### config.mk
export PLATFORM = sky130hd
export DESIGN_NAME = perf_counter_bank
export DESIGN_NICKNAME = d
export VERILOG_FILES = /design/src/rtl/perf_counter_bank.sv
export SDC_FILE = /design/constraint.sdc
export NUM_CORES = 1
export LEC_CHECK = 0
export ABC_AREA = 0
export CORE_MARGIN = 10
export CORE_UTILIZATION = 40
export CTS_BUF_LIST = sky130_fd_sc_hd__clkbuf_4 sky130_fd_sc_hd__clkbuf_8
export CTS_CLUSTER_DIAMETER = 60
export DETAILED_ROUTE_END_ITERATION = 8
export GPL_ROUTABILITY_DRIVEN = 1
export HOLD_SLACK_MARGIN = 0.05
export SETUP_SLACK_MARGIN = 0.3
export SYNTH_ARGS = -nofsm -noshare
export SYNTH_HDL_FRONTEND = slang
export SYNTH_SLANG_ARGS = --single-unit
### constraint.sdc
create_clock -name clk -period 2.6 [get_ports clk]
set_input_delay 0.39 -clock clk [delete_from_list [all_inputs] [get_ports clk]]
set_output_delay 0.39 -clock clk [all_outputs]
set_load 0.01 [all_outputs]
### src/rtl/perf_counter_bank.sv
// -----------------------------------------------------------------------------
// perf_counter_bank
//
// Parametrised bank of NUM_CNT single-bit event counters for pipeline
// statistics: cycles, stalls, loads, stores, ALU ops, control ops.
// The bank has these features:
//   - a global count enable
//   - a synchronous clear of the live counters and the overflow flags
//   - an atomic snapshot into shadow registers (snap + clear = read-and-reset)
//   - sticky overflow flags
//   - wrap or saturate at the maximum count (SATURATE)
//   - an indexed read port with a one-cycle registered latency
//
// Parameters:
//   NUM_CNT   number of counters / event inputs (1..2**IDX_W)
//   CNT_WIDTH counter width in bits (2..64)
//   IDX_W     read-index width (2**IDX_W >= NUM_CNT)
//   SATURATE  0 = wrap to 0 at max, 1 = hold at max
//
// Ports:
//   clk        clock, all state updates on the rising edge
//   rst_n      asynchronous active-low reset
//   cnt_en     global count enable; 0 freezes every live counter
//   evt_in     per-counter event, bit i adds 1 to counter i
//   clear      synchronous clear of live counters and ovf_flags
//   snap       copy all live counters (pre-edge values) into the shadows
//   rd_en      read request
//   rd_idx     counter index to read (index >= NUM_CNT reads as 0)
//   rd_src     0 = live counter, 1 = shadow
//   rd_data    registered read data, holds while rd_en is low
//   rd_valid   high the cycle after rd_en
//   ovf_flags  sticky per-counter overflow flags
//   snap_valid set by the first snap after reset
//
// Optional feature, enabled by defining PERF_CNT_IRQ_EN:
//   irq_mask   (in)  per-counter overflow interrupt mask
//   ovf_irq    (out) registered OR of (ovf_flags & irq_mask), one cycle behind
// -----------------------------------------------------------------------------
module perf_counter_bank #(
   parameter int NUM_CNT   = 8,
   parameter int CNT_WIDTH = 32,
   parameter int IDX_W     = 3,
   parameter int SATURATE  = 0
) (
   input  logic                 clk,
   input  logic                 rst_n,
   input  logic                 cnt_en,
   input  logic [NUM_CNT-1:0]   evt_in,
   input  logic                 clear,
   input  logic                 snap,
   input  logic                 rd_en,
   input  logic [IDX_W-1:0]     rd_idx,
   input  logic                 rd_src,
   output logic [CNT_WIDTH-1:0] rd_data,
   output logic                 rd_valid,
   output logic [NUM_CNT-1:0]   ovf_flags,
   output logic                 snap_valid
`ifdef PERF_CNT_IRQ_EN
   ,
   input  logic [NUM_CNT-1:0]   irq_mask,
   output logic                 ovf_irq
`endif
);

   // Every encodable read index gets a slot; slots beyond NUM_CNT are tied
   // to zero so an out-of-range read returns 0 without a bounds compare.
   localparam int NUM_SLOT = 1 << IDX_W;
   localparam logic [CNT_WIDTH-1:0] CNT_MAX = {CNT_WIDTH{1'b1}};
   localparam logic [CNT_WIDTH-1:0] CNT_ONE = {{(CNT_WIDTH-1){1'b0}}, 1'b1};

   logic [CNT_WIDTH-1:0] live_slot   [NUM_SLOT];
   logic [CNT_WIDTH-1:0] shadow_slot [NUM_SLOT];

   logic [CNT_WIDTH-1:0] rd_data_reg;
   logic                 rd_valid_reg;
   logic                 snap_valid_reg;

   genvar gi;
   generate
      for (gi = 0; gi < NUM_SLOT; gi++) begin : g_cnt
         if (gi < NUM_CNT) begin : g_live
            logic [CNT_WIDTH-1:0] cnt_reg;
            logic [CNT_WIDTH-1:0] cnt_next;
            logic [CNT_WIDTH-1:0] shadow_reg;
            logic                 ovf_reg;
            logic                 ovf_next;

            // Clear wins over a same-cycle event, and that event is dropped.
            always_comb begin
               cnt_next = cnt_reg;
               ovf_next = ovf_reg;
               if (clear) begin
                  cnt_next = '0;
                  ovf_next = 1'b0;
               end else if (cnt_en && evt_in[gi]) begin
                  if (cnt_reg == CNT_MAX) begin
                     ovf_next = 1'b1;
                     cnt_next = (SATURATE != 0) ? CNT_MAX : '0;
                  end else begin
                     cnt_next = cnt_reg + CNT_ONE;
                  end
               end
            end

            // The shadow samples cnt_reg, the value before this edge. A
            // same-cycle increment or clear therefore never reaches it.
            always_ff @(posedge clk or negedge rst_n) begin
               if (!rst_n) begin
                  cnt_reg    <= '0;
                  ovf_reg    <= 1'b0;
                  shadow_reg <= '0;
               end else begin
                  cnt_reg <= cnt_next;
                  ovf_reg <= ovf_next;
                  if (snap) begin
                     shadow_reg <= cnt_reg;
                  end
               end
            end

            assign live_slot[gi]   = cnt_reg;
            assign shadow_slot[gi] = shadow_reg;
            assign ovf_flags[gi]   = ovf_reg;
         end else begin : g_empty
            assign live_slot[gi]   = '0;
            assign shadow_slot[gi] = '0;
         end
      end
   endgenerate

   // Read port: one result per cycle; data holds while no read is issued.
   always_ff @(posedge clk or negedge rst_n) begin
      if (!rst_n) begin
         rd_data_reg    <= '0;
         rd_valid_reg   <= 1'b0;
         snap_valid_reg <= 1'b0;
      end else begin
         rd_valid_reg <= rd_en;
         if (rd_en) begin
            rd_data_reg <= rd_src ? shadow_slot[rd_idx] : live_slot[rd_idx];
         end
         if (snap) begin
            snap_valid_reg <= 1'b1;
         end
      end
   end

   assign rd_data    = rd_data_reg;
   assign rd_valid   = rd_valid_reg;
   assign snap_valid = snap_valid_reg;

`ifdef PERF_CNT_IRQ_EN
   // Registered from the flags, so the interrupt lags a flag by one cycle.
   // It also drops one cycle after a clear.
   logic ovf_irq_reg;

   always_ff @(posedge clk or negedge rst_n) begin
      if (!rst_n) begin
         ovf_irq_reg <= 1'b0;
      end else begin
         ovf_irq_reg <= |(ovf_flags & irq_mask);
      end
   end

   assign ovf_irq = ovf_irq_reg;
`endif

endmodule

==> flow_summary.ini, run 1 <==
[outcome]
status = finished, final reports clean

[layout]
final_common_cell = dfrtp_1
syn_to_final_growth_pct = 17.2
fillers = 6044
final_cell_mix = dfrtp_1, nor2_1, mux2_2
drive_above_1_share_pct = 30.1
final_nets = 2501
regArea_um2 = 13900
multi_input_area_um2 = 13400
fin_cells = 3474

[timing]
post-route-min-period_ps = 2170
skew_ps = 28.9
drv_slew = 0
clock.fmax_mhz = 462
finalSetupViolCount = 0
setup_tns_ps = 0
rsz0062_at_grt = no
worst_pin_slew_ps = 633
fin_crit_sh_pct = 83.3
slew_headroom_pct = 57.4
hold_viol = 0

[floorplan]
num_rows = 96
dieWidth_um = 284
die_h_um = 284
dieArea_um2 = 80700
io_pins = 60
core_um2 = 68800
start_util_pct = 40.5

[cts]
cts_tree = built
clkLatencyLatePin_ps = 690
htreeDepth = 3
cts.sinks = 554
clockRootBuffer = clkbuf_8
clk_path_buf_depth = 3
cts-buffers-inserted = 96
clk_pin_slew_worst_paths_ps = 60

[placement]
gp_congestion = 0.878
dp_hpwl_um = 58100
numPortBuffers = 59
placed_cells = 3307

[critical_path]
start_kind = flop
path_cells = nand4_1 > nor4_4 > and4b_1 > a31o_1 > buf_12 > nor2_1
cp_slowest_cell = dfrtp_1
path_max_fanout = 29
critPathTopFamily = simple AND/OR/NAND/NOR gates
path_buf_inv = 1
cpPeakStageDelay_ps = 450
critPathCaptureType = flop
required_ps = 3150
arrival_ps = 2720
crit_type = reg -> reg

[synth]
synth.avg_cell_area_um2 = 12.2
synth_cell_type_count = 60
synth_edf_count = 0
ys_seq_area_share_pct = 49.7
yosys_register_bits = 554
syn_area_um2 = 27900
synth_top_flop_cell = dfrtp_1
yosys_warnings = 0
syn_nets = 2310
ys_async_sr_fraction_pct = 100
syn_inst = 2284

[route]
ant_nets = 0
vias_per_cell = 5.66
wire_per_inst_um = 23.0
first_pass_iters = 5
finalWirelength_um = 79900
drtIter0Drc = 1601
drc = 0
dr_total_vias = 19600

[power]
max-vdd-ir-drop_v = 0.000315
p_leak_nw = 14.8
power_density_nw_per_um2 = 547

[grt]
grt_usage_pct = 19.5
grt-ovfl-total = 0
grt_pass1_vias = 20000
grt_pass1_wl_um = 124000
antenna_found_initial = 1
grt_max_degree = 103

[hold_path]
hold_class = in -> reg

[job]
drv_cap = 0
==> timing repair <==
action / CTS / global route
resized for setup: 1 / 5
hold endpoints to repair: 104 / 0
endpoints found under the setup margin: 4 / 61
buffers inserted: 0 / 0
hold buffers: 1 / 0
==> final cells by class <==
type	count	share of cell area (%)
antenna	1	0.00766
clock buffer	155	5.88
clock inverter	10	0.176
inverter	13	0.149
multi-input combinational	1579	40.9
sequential	554	42.4
tap	931	3.56
timing repair buffer	231	6.91
==> layer usage <==
layer	GRT usage [%]	part of all wire [%]
met1	27.6	45
met2	30.3	46
met3	2.78	5.7
met4	7.08	2.8
met5	0	0
==> worst paths after layout <==
kind                                                        start                                    endpoint  slack [ps]  cells past startpoint
min in group asynchronous                                   rst_n  g_cnt[1].g_live.shadow_reg[20]$_DFFE_PN0P_         250                      2
max in group asynchronous                                   rst_n  g_cnt[5].g_live.shadow_reg[28]$_DFFE_PN0P_        1460                      3
min reg2reg                                snap_valid$_DFFE_PN0P_                      snap_valid$_DFFE_PN0P_         470                      1
max                        g_cnt[6].g_live.cnt_reg[8]$_DFFE_PN0P_     g_cnt[6].g_live.cnt_reg[22]$_DFFE_PN0P_         430                      6
max reg2reg                g_cnt[6].g_live.cnt_reg[8]$_DFFE_PN0P_     g_cnt[6].g_live.cnt_reg[22]$_DFFE_PN0P_         430                      6
min                                                         clear      g_cnt[7].g_live.cnt_reg[2]$_DFFE_PN0P_         120                      2
==> cell usage after synthesis, types with 3 or more instances <==
master      n  area share, %
nor3_2      3           0.11
or4_1       3          0.081
or3_1      16           0.36
nand2_1   102            1.4
xnor2_1    38            1.2
buf_1      10           0.13
and2_1     10           0.22
and3_1     36           0.81
ha_1        8           0.36
o31ai_1     4           0.11
o21ai_0    13           0.23
nor4_4      6           0.46
o21bai_1    3          0.081
clkbuf_1   67           0.90
nand4_1   120            2.7
nor4_2      3           0.13
nand3_1   100            1.8
a31oi_1     4          0.090
mux2i_1    64            2.3
buf_2      44           0.79
o221ai_1   32            1.0
buf_4      13           0.35
buf_6       3           0.12
inv_1      13           0.17
a21oi_1    37           0.66
nor3_1     27           0.48
nand2b_1   37           0.83
xor2_1    183            5.7
and4_1     26           0.82
mux2_2    256             10
mux4_2    127             10
dfrtp_1   554             50
nor4_1     11           0.25
nor2_1    271            3.6
o21ba_2     3           0.11
==> through the flow <==
| stage | utilization (%) | cell area [µm²] | total power, mW | hold WS (ps) | setup WS (ps) |
|---|---|---|---|---|---|
| 2_1_floorplan | - | 27900 | 9.34 | 94.4 | 725 |
| 3_5_place_dp | 44.6 | 30700 | 9.82 | 351 | 107 |
| 4_1_cts | 47.5 | 32700 | 18.1 | 68.5 | 319 |
| 6_report | 47.5 | 32700 | 17.9 | 119 | 434 |
| 3_3_place_gp | 44.6 | 30700 | 9.80 | 348 | 230 |
| 5_1_grt | 47.5 | 32700 | 18.5 | 99.3 | 329 |
==> cells by family after synthesis <==
kind of cell / synth area share, %
and+or+nand+nor: 14.8
DFF: 49.7
muxes: 23.0
xor gates and xnor gates: 6.94
buffers and inverters: 2.49
AOI/OAI and AO/OA: 2.69
adders and majority gates: 0.359
==> where the power goes <==
part | total, mW | internal [mW] | leakage [nW] | switching, mW
combinational | 0.969 | 0.357 | 5.98 | 0.612
clock | 8.22 | 4.63 | 1.05 | 3.60
sequential | 8.69 | 8.66 | 7.72 | 0.0288
total | 17.9 | 13.6 | 14.8 | 4.24
Power figures use the tool's default switching activity.
==> inputs of run 2 (changes only) <==
==> constraint.sdc (replaced) <==
create_clock -name clk -period 1.85 [get_ports clk]
set_input_delay 0.2775 -clock clk [delete_from_list [all_inputs] [get_ports clk]]
set_output_delay 0.2775 -clock clk [all_outputs]
set_load 0.01 [all_outputs]
==> flow_summary.ini, run 2 (synthesis gave the netlist of run 1 again) <==
[outcome]
status = finished with violations
violations = negative setup slack

[timing]
rsz0062_at_grt = yes
clock.fmax_mhz = 500
setup_tns_ps = -6620
fin_crit_sh_pct = 108
skew_ps = 40.2
drv_slew = 0
slew_headroom_pct = 43.9
worst_pin_slew_ps = 838
hold_viol = 0
fin_ws_ps = -149
finalSetupViolCount = 103
post-route-min-period_ps = 2000

[floorplan]
dieArea_um2 = 80700
core_um2 = 68800
num_rows = 96
die_h_um = 284
start_util_pct = 40.5
io_pins = 60
dieWidth_um = 284

[layout]
final_common_cell = dfrtp_1
final_area_um2 = 38200
syn_to_final_growth_pct = 36.8
regArea_um2 = 13900
multi_input_area_um2 = 15000
final_cell_mix = dfrtp_1, buf_4, mux2_2
fillers = 5564
final_nets = 2902
fin_cells = 3882
utilization_pct = 55.4
drive_above_1_share_pct = 50.7

[grt]
antenna_found_initial = 1
grt_pass1_vias = 22200
grt_max_degree = 91
grt_usage_pct = 21.6
grt-ovfl-total = 0
grt_pass1_wl_um = 135000

[placement]
gp_congestion = 0.894
dp_hpwl_um = 63100
placed_cell_area_um2 = 33100
numPortBuffers = 59
placed_cells = 3600

[critical_path]
required_ps = 2410
path_max_fanout = 14
arrival_ps = 2560
start_kind = flop
ff2ff_path_depth = 9
crit_type = reg -> reg
critPathCaptureType = flop

[power]
power_density_nw_per_um2 = 680
p_leak_nw = 17.3
max-vdd-ir-drop_v = 0.000437

[cts]
clk_path_buf_depth = 3
cts_tree = built
cts.sinks = 554
htreeDepth = 3
clk_pin_slew_worst_paths_ps = 70
cts-buffers-inserted = 94
clockRootBuffer = clkbuf_8
clkLatencyLatePin_ps = 710

[route]
drtIter0Drc = 1868
wire_per_inst_um = 23.2
drc = 0
ant_nets = 0
first_pass_iters = 6
vias_per_cell = 5.58
finalWirelength_um = 90000
dr_total_vias = 21700

[job]
drv_cap = 0

[hold_path]
holdPathStages = 2
hold_class = in -> reg
-- run 2: per-layer routing --
| layer | vias up | global-route usage (%) | wire [µm] |
|---|---|---|---|
| met3 | 168 | 4.05 | 5930 |
| li1 | 9504 | - | - |
| met1 | 11200 | 29.5 | 39000 |
| met5 | - | 0 | 0 |
| met4 | 0 | 9.35 | 3640 |
| met2 | 789 | 33.2 | 41400 |
-- run 2: timing repair --
| action | in CTS | in global routing |
|---|---|---|
| hold endpoints to repair | 551 | 0 |
| buffers inserted | 64 | 23 |
| endpoints found under the setup margin | 300 | 321 |
| gates resized for setup | 353 | 280 |
| pin swaps | 84 | 104 |
| hold buffers | 3 | 0 |
| cloned | 15 | 6 |
-- run 2: path summary, 6_finish.rpt --
check / slack, ps / startpoint / to
hold / removal: 100 / snap / g_cnt[3].g_live.shadow_reg[16]$_DFFE_PN0P_
max in group asynchronous: 330 / rst_n / rd_data[29]$_DFFE_PN0P_
hold reg to reg: 450 / snap_valid$_DFFE_PN0P_ / snap_valid$_DFFE_PN0P_
setup reg to reg: -150 / g_cnt[0].g_live.cnt_reg[5]$_DFFE_PN0P_ / g_cnt[0].g_live.cnt_reg[16]$_DFFE_PN0P_
setup / recovery: -150 / g_cnt[0].g_live.cnt_reg[5]$_DFFE_PN0P_ / g_cnt[0].g_live.cnt_reg[16]$_DFFE_PN0P_
min in group asynchronous: 210 / rst_n / g_cnt[0].g_live.cnt_reg[30]$_DFFE_PN0P_
-- run 2: cell type report --
class,instances,share of cell area [%]
Tap cell,931,3.05
Clock buffer,152,5.06
Clock inverter,18,0.266
Multi-Input combinational cell,1579,39.4
Antenna cell,1,0.00656
Sequential cell,554,36.4
Timing Repair Buffer,634,15.7
Inverter,13,0.128
-- run 2: critical path, cell delays in order (launching register included) --
cell and delay (ps):
dfrtp_1 380, nand3_2 130, nor4_2 260, buf_4 180, nand4_1 180, buf_4 220
o21bai_4 170, buf_6 140, buf_12 140, nor2_1 60
-- run 2: power breakdown --
group | internal (mW) | switching [mW]
clock | 6.59 | 5.24
sequential | 12.2 | 0.0299
combinational | 0.829 | 1.09
total | 19.6 | 6.36
-- run 2: per-stage QoR --
step	hold WS, ps	total power [mW]	worst slack (ps)
2_1_floorplan	-18.1	13.2	58.7
3_3_place_gp	161	13.9	-271
3_5_place_dp	161	14.0	-283
4_1_cts	62.7	26.0	-78.0
5_1_grt	84.6	26.8	-186
6_report	97.3	25.9	-149
==> inputs of run 3 (changes only) <==
--- a/config.mk
+++ b/config.mk
@@ -6,13 +6,13 @@
 export NUM_CORES = 1
 export LEC_CHECK = 0
 export ABC_AREA = 0
-export CORE_MARGIN = 10
 export CORE_UTILIZATION = 40
 export CTS_BUF_LIST = sky130_fd_sc_hd__clkbuf_4 sky130_fd_sc_hd__clkbuf_8
 export CTS_CLUSTER_DIAMETER = 60
 export DETAILED_ROUTE_END_ITERATION = 8
 export GPL_ROUTABILITY_DRIVEN = 1
 export HOLD_SLACK_MARGIN = 0.05
+export RECOVER_POWER = 50
 export SETUP_SLACK_MARGIN = 0.3
 export SYNTH_ARGS = -nofsm -noshare
 export SYNTH_HDL_FRONTEND = slang
==> flow_summary.ini, run 3 (synthesis gave the netlist of run 1 again) <==
[outcome]
status = finished with violations
violations = max-capacitance violations, max-slew violations, negative setup slack

[critical_path]
r2r_slack_ps = -170
critPathCaptureType = flop
cp_common_cell = nand4_1
startpoint = g_cnt[3].g_live.cnt_reg[1]$_DFFE_PN0P_
path_max_fanout = 6
crit_type = reg -> reg
arrival_ps = 2600
required_ps = 2430
r2r-start = g_cnt[3].g_live.cnt_reg[1]$_DFFE_PN0P_
cp_slowest_cell = dfrtp_1
path_cells = ha_2 > nand4_1 > nor3_2 > nand4_1 > o21bai_4 > buf_12 > clkbuf_16 > nor2_1
ff2ff_path_depth = 8
cp-endpoint = g_cnt[3].g_live.cnt_reg[4]$_DFFE_PN0P_
start_kind = flop
r2r_end = g_cnt[3].g_live.cnt_reg[4]$_DFFE_PN0P_
cpPeakStageDelay_ps = 390

[job]
drv_cap = 1

[placement]
gp_congestion = 0.931
pre_cts_ws_ps = -756
numPortBuffers = 59
placed_cells = 3610
dp_hpwl_um = 62400

[timing]
fin_crit_sh_pct = 109
slew_headroom_pct = -0.781
worst_pin_slew_ps = 1510
post-route-min-period_ps = 2020
finalSetupViolCount = 158
hold_viol = 0
skew_ps = 29.5
drv_slew = 48
clock.fmax_mhz = 494
fin_ws_ps = -173
rsz0062_at_grt = yes
setup_tns_ps = -11700

[power]
p_leak_nw = 17.3
p_sw_share_pct = 24.2
p_total_mw = 26.2
max-vdd-ir-drop_v = 0.000408
p_clk_share_pct = 46.0
internal_power_mw = 19.8
power_density_nw_per_um2 = 677
p_sw_mw = 6.34
pwr-share-seq_pct = 46.6
combinationalPowerShare_pct = 7.4

[hold_path]
hold_class = in -> reg

[grt]
antenna_found_initial = 1
grt_max_degree = 101
grt_usage_pct = 25.3
grt-ovfl-total = 0
grt_pass1_vias = 22600
grt_pass1_wl_um = 136000

[route]
vias_per_cell = 5.62
dr_total_vias = 21900
ant_nets = 0
finalWirelength_um = 91100
wire_per_inst_um = 23.4
drtIter0Drc = 1644
first_pass_iters = 6
drc = 0

[floorplan]
start_util_pct = 40.5
dieArea_um2 = 70800
num_rows = 96
io_pins = 60
die_h_um = 266
core_um2 = 68800
dieWidth_um = 266

[cts]
clockRootBuffer = clkbuf_8
cts.sinks = 554
cts-buffers-inserted = 96
clk_pin_slew_worst_paths_ps = 60
htreeDepth = 3
clkLatencyLatePin_ps = 700
cts_tree = built
clk_path_buf_depth = 3

[layout]
utilization_pct = 56.1
drive_above_1_share_pct = 53.5
syn_to_final_growth_pct = 38.5
final_common_cell = dfrtp_1
final_nets = 2920
fin_cells = 3897
final_cell_mix = dfrtp_1, buf_4, mux2_2
[run 3: worst min path at each step]
| stage | startpoint | to | slack [ps] | cells past startpoint |
|---|---|---|---|---|
| after CTS | clear | g_cnt[1].g_live.cnt_reg[1]$_DFFE_PN0P_ | 70 | 3 |
| after detailed placement | rst_n | g_cnt[2].g_live.shadow_reg[19]$_DFFE_PN0P_ | 180 | 1 |
| after global routing | clear | g_cnt[1].g_live.cnt_reg[1]$_DFFE_PN0P_ | 100 | 3 |
| final | clear | g_cnt[1].g_live.cnt_reg[1]$_DFFE_PN0P_ | 100 | 3 |
| after floorplan | rst_n | g_cnt[0].g_live.cnt_reg[0]$_DFFE_PN0P_ | -20 | 0 |
| after global placement | rst_n | g_cnt[2].g_live.shadow_reg[19]$_DFFE_PN0P_ | 170 | 1 |
[run 3: what timing repair did]
| item | CTS | global route |
|---|---|---|
| endpoints found under the setup margin | 302 | 316 |
| cloned | 13 | 11 |
| resized for setup | 449 | 302 |
| pin swaps | 95 | 91 |
| hold buffers | 3 | 0 |
| hold endpoints to repair | 451 | 0 |
| setup buffers | 60 | 31 |
[run 3: worst max-delay path: cells and delay by family (launching register included)]
family,cells,cell delay [ps]
AO/OA/AOI/OAI,1,320
AND/OR/NAND/NOR,4,630
flip-flops,1,390
buffers and inverters,2,360
adder cells (fa/ha/maj),1,210
[run 3: layout make-up]
type	count	area (µm²)
Tap cell	931	1160
Fill cell	5538	30200
Inverter	13	48.8
Clock buffer	151	1890
Multi-Input combinational cell	1579	15500
Sequential cell	554	13900
Timing Repair Buffer	650	5970
Antenna cell	1	2.50
Clock inverter	18	173
[run 3: stage by stage]
stage	area (µm²)	hold WS (ps)
3_3_place_gp	33200	169
4_1_cts	37100	68.4
3_5_place_dp	33200	178
5_1_grt	38600	101
6_report	38600	105
2_1_floorplan	28300	-18.1
[run 3: per-layer routing]
layer / vias to the layer above / global-route usage (%) / share of wire (%)
li1: 9533 / - / -
met1: 11400 / 35.2 / 43
met2: 787 / 39.5 / 46
met3: 174 / 3.76 / 6.6
met4: 0 / 10.9 / 4.1
met5: - / 0 / 0
[run 3: power by group through the flow]
stage / combinational [mW] / sequential [mW] / clock, mW
after floorplan: 0.765 / 12.4 / 0
after global placement: 1.54 / 12.4 / 0
after detailed placement: 1.57 / 12.4 / 0
after CTS: 1.82 / 12.2 / 12.3
after global routing: 2.04 / 12.2 / 12.8
final: 1.93 / 12.2 / 12.0
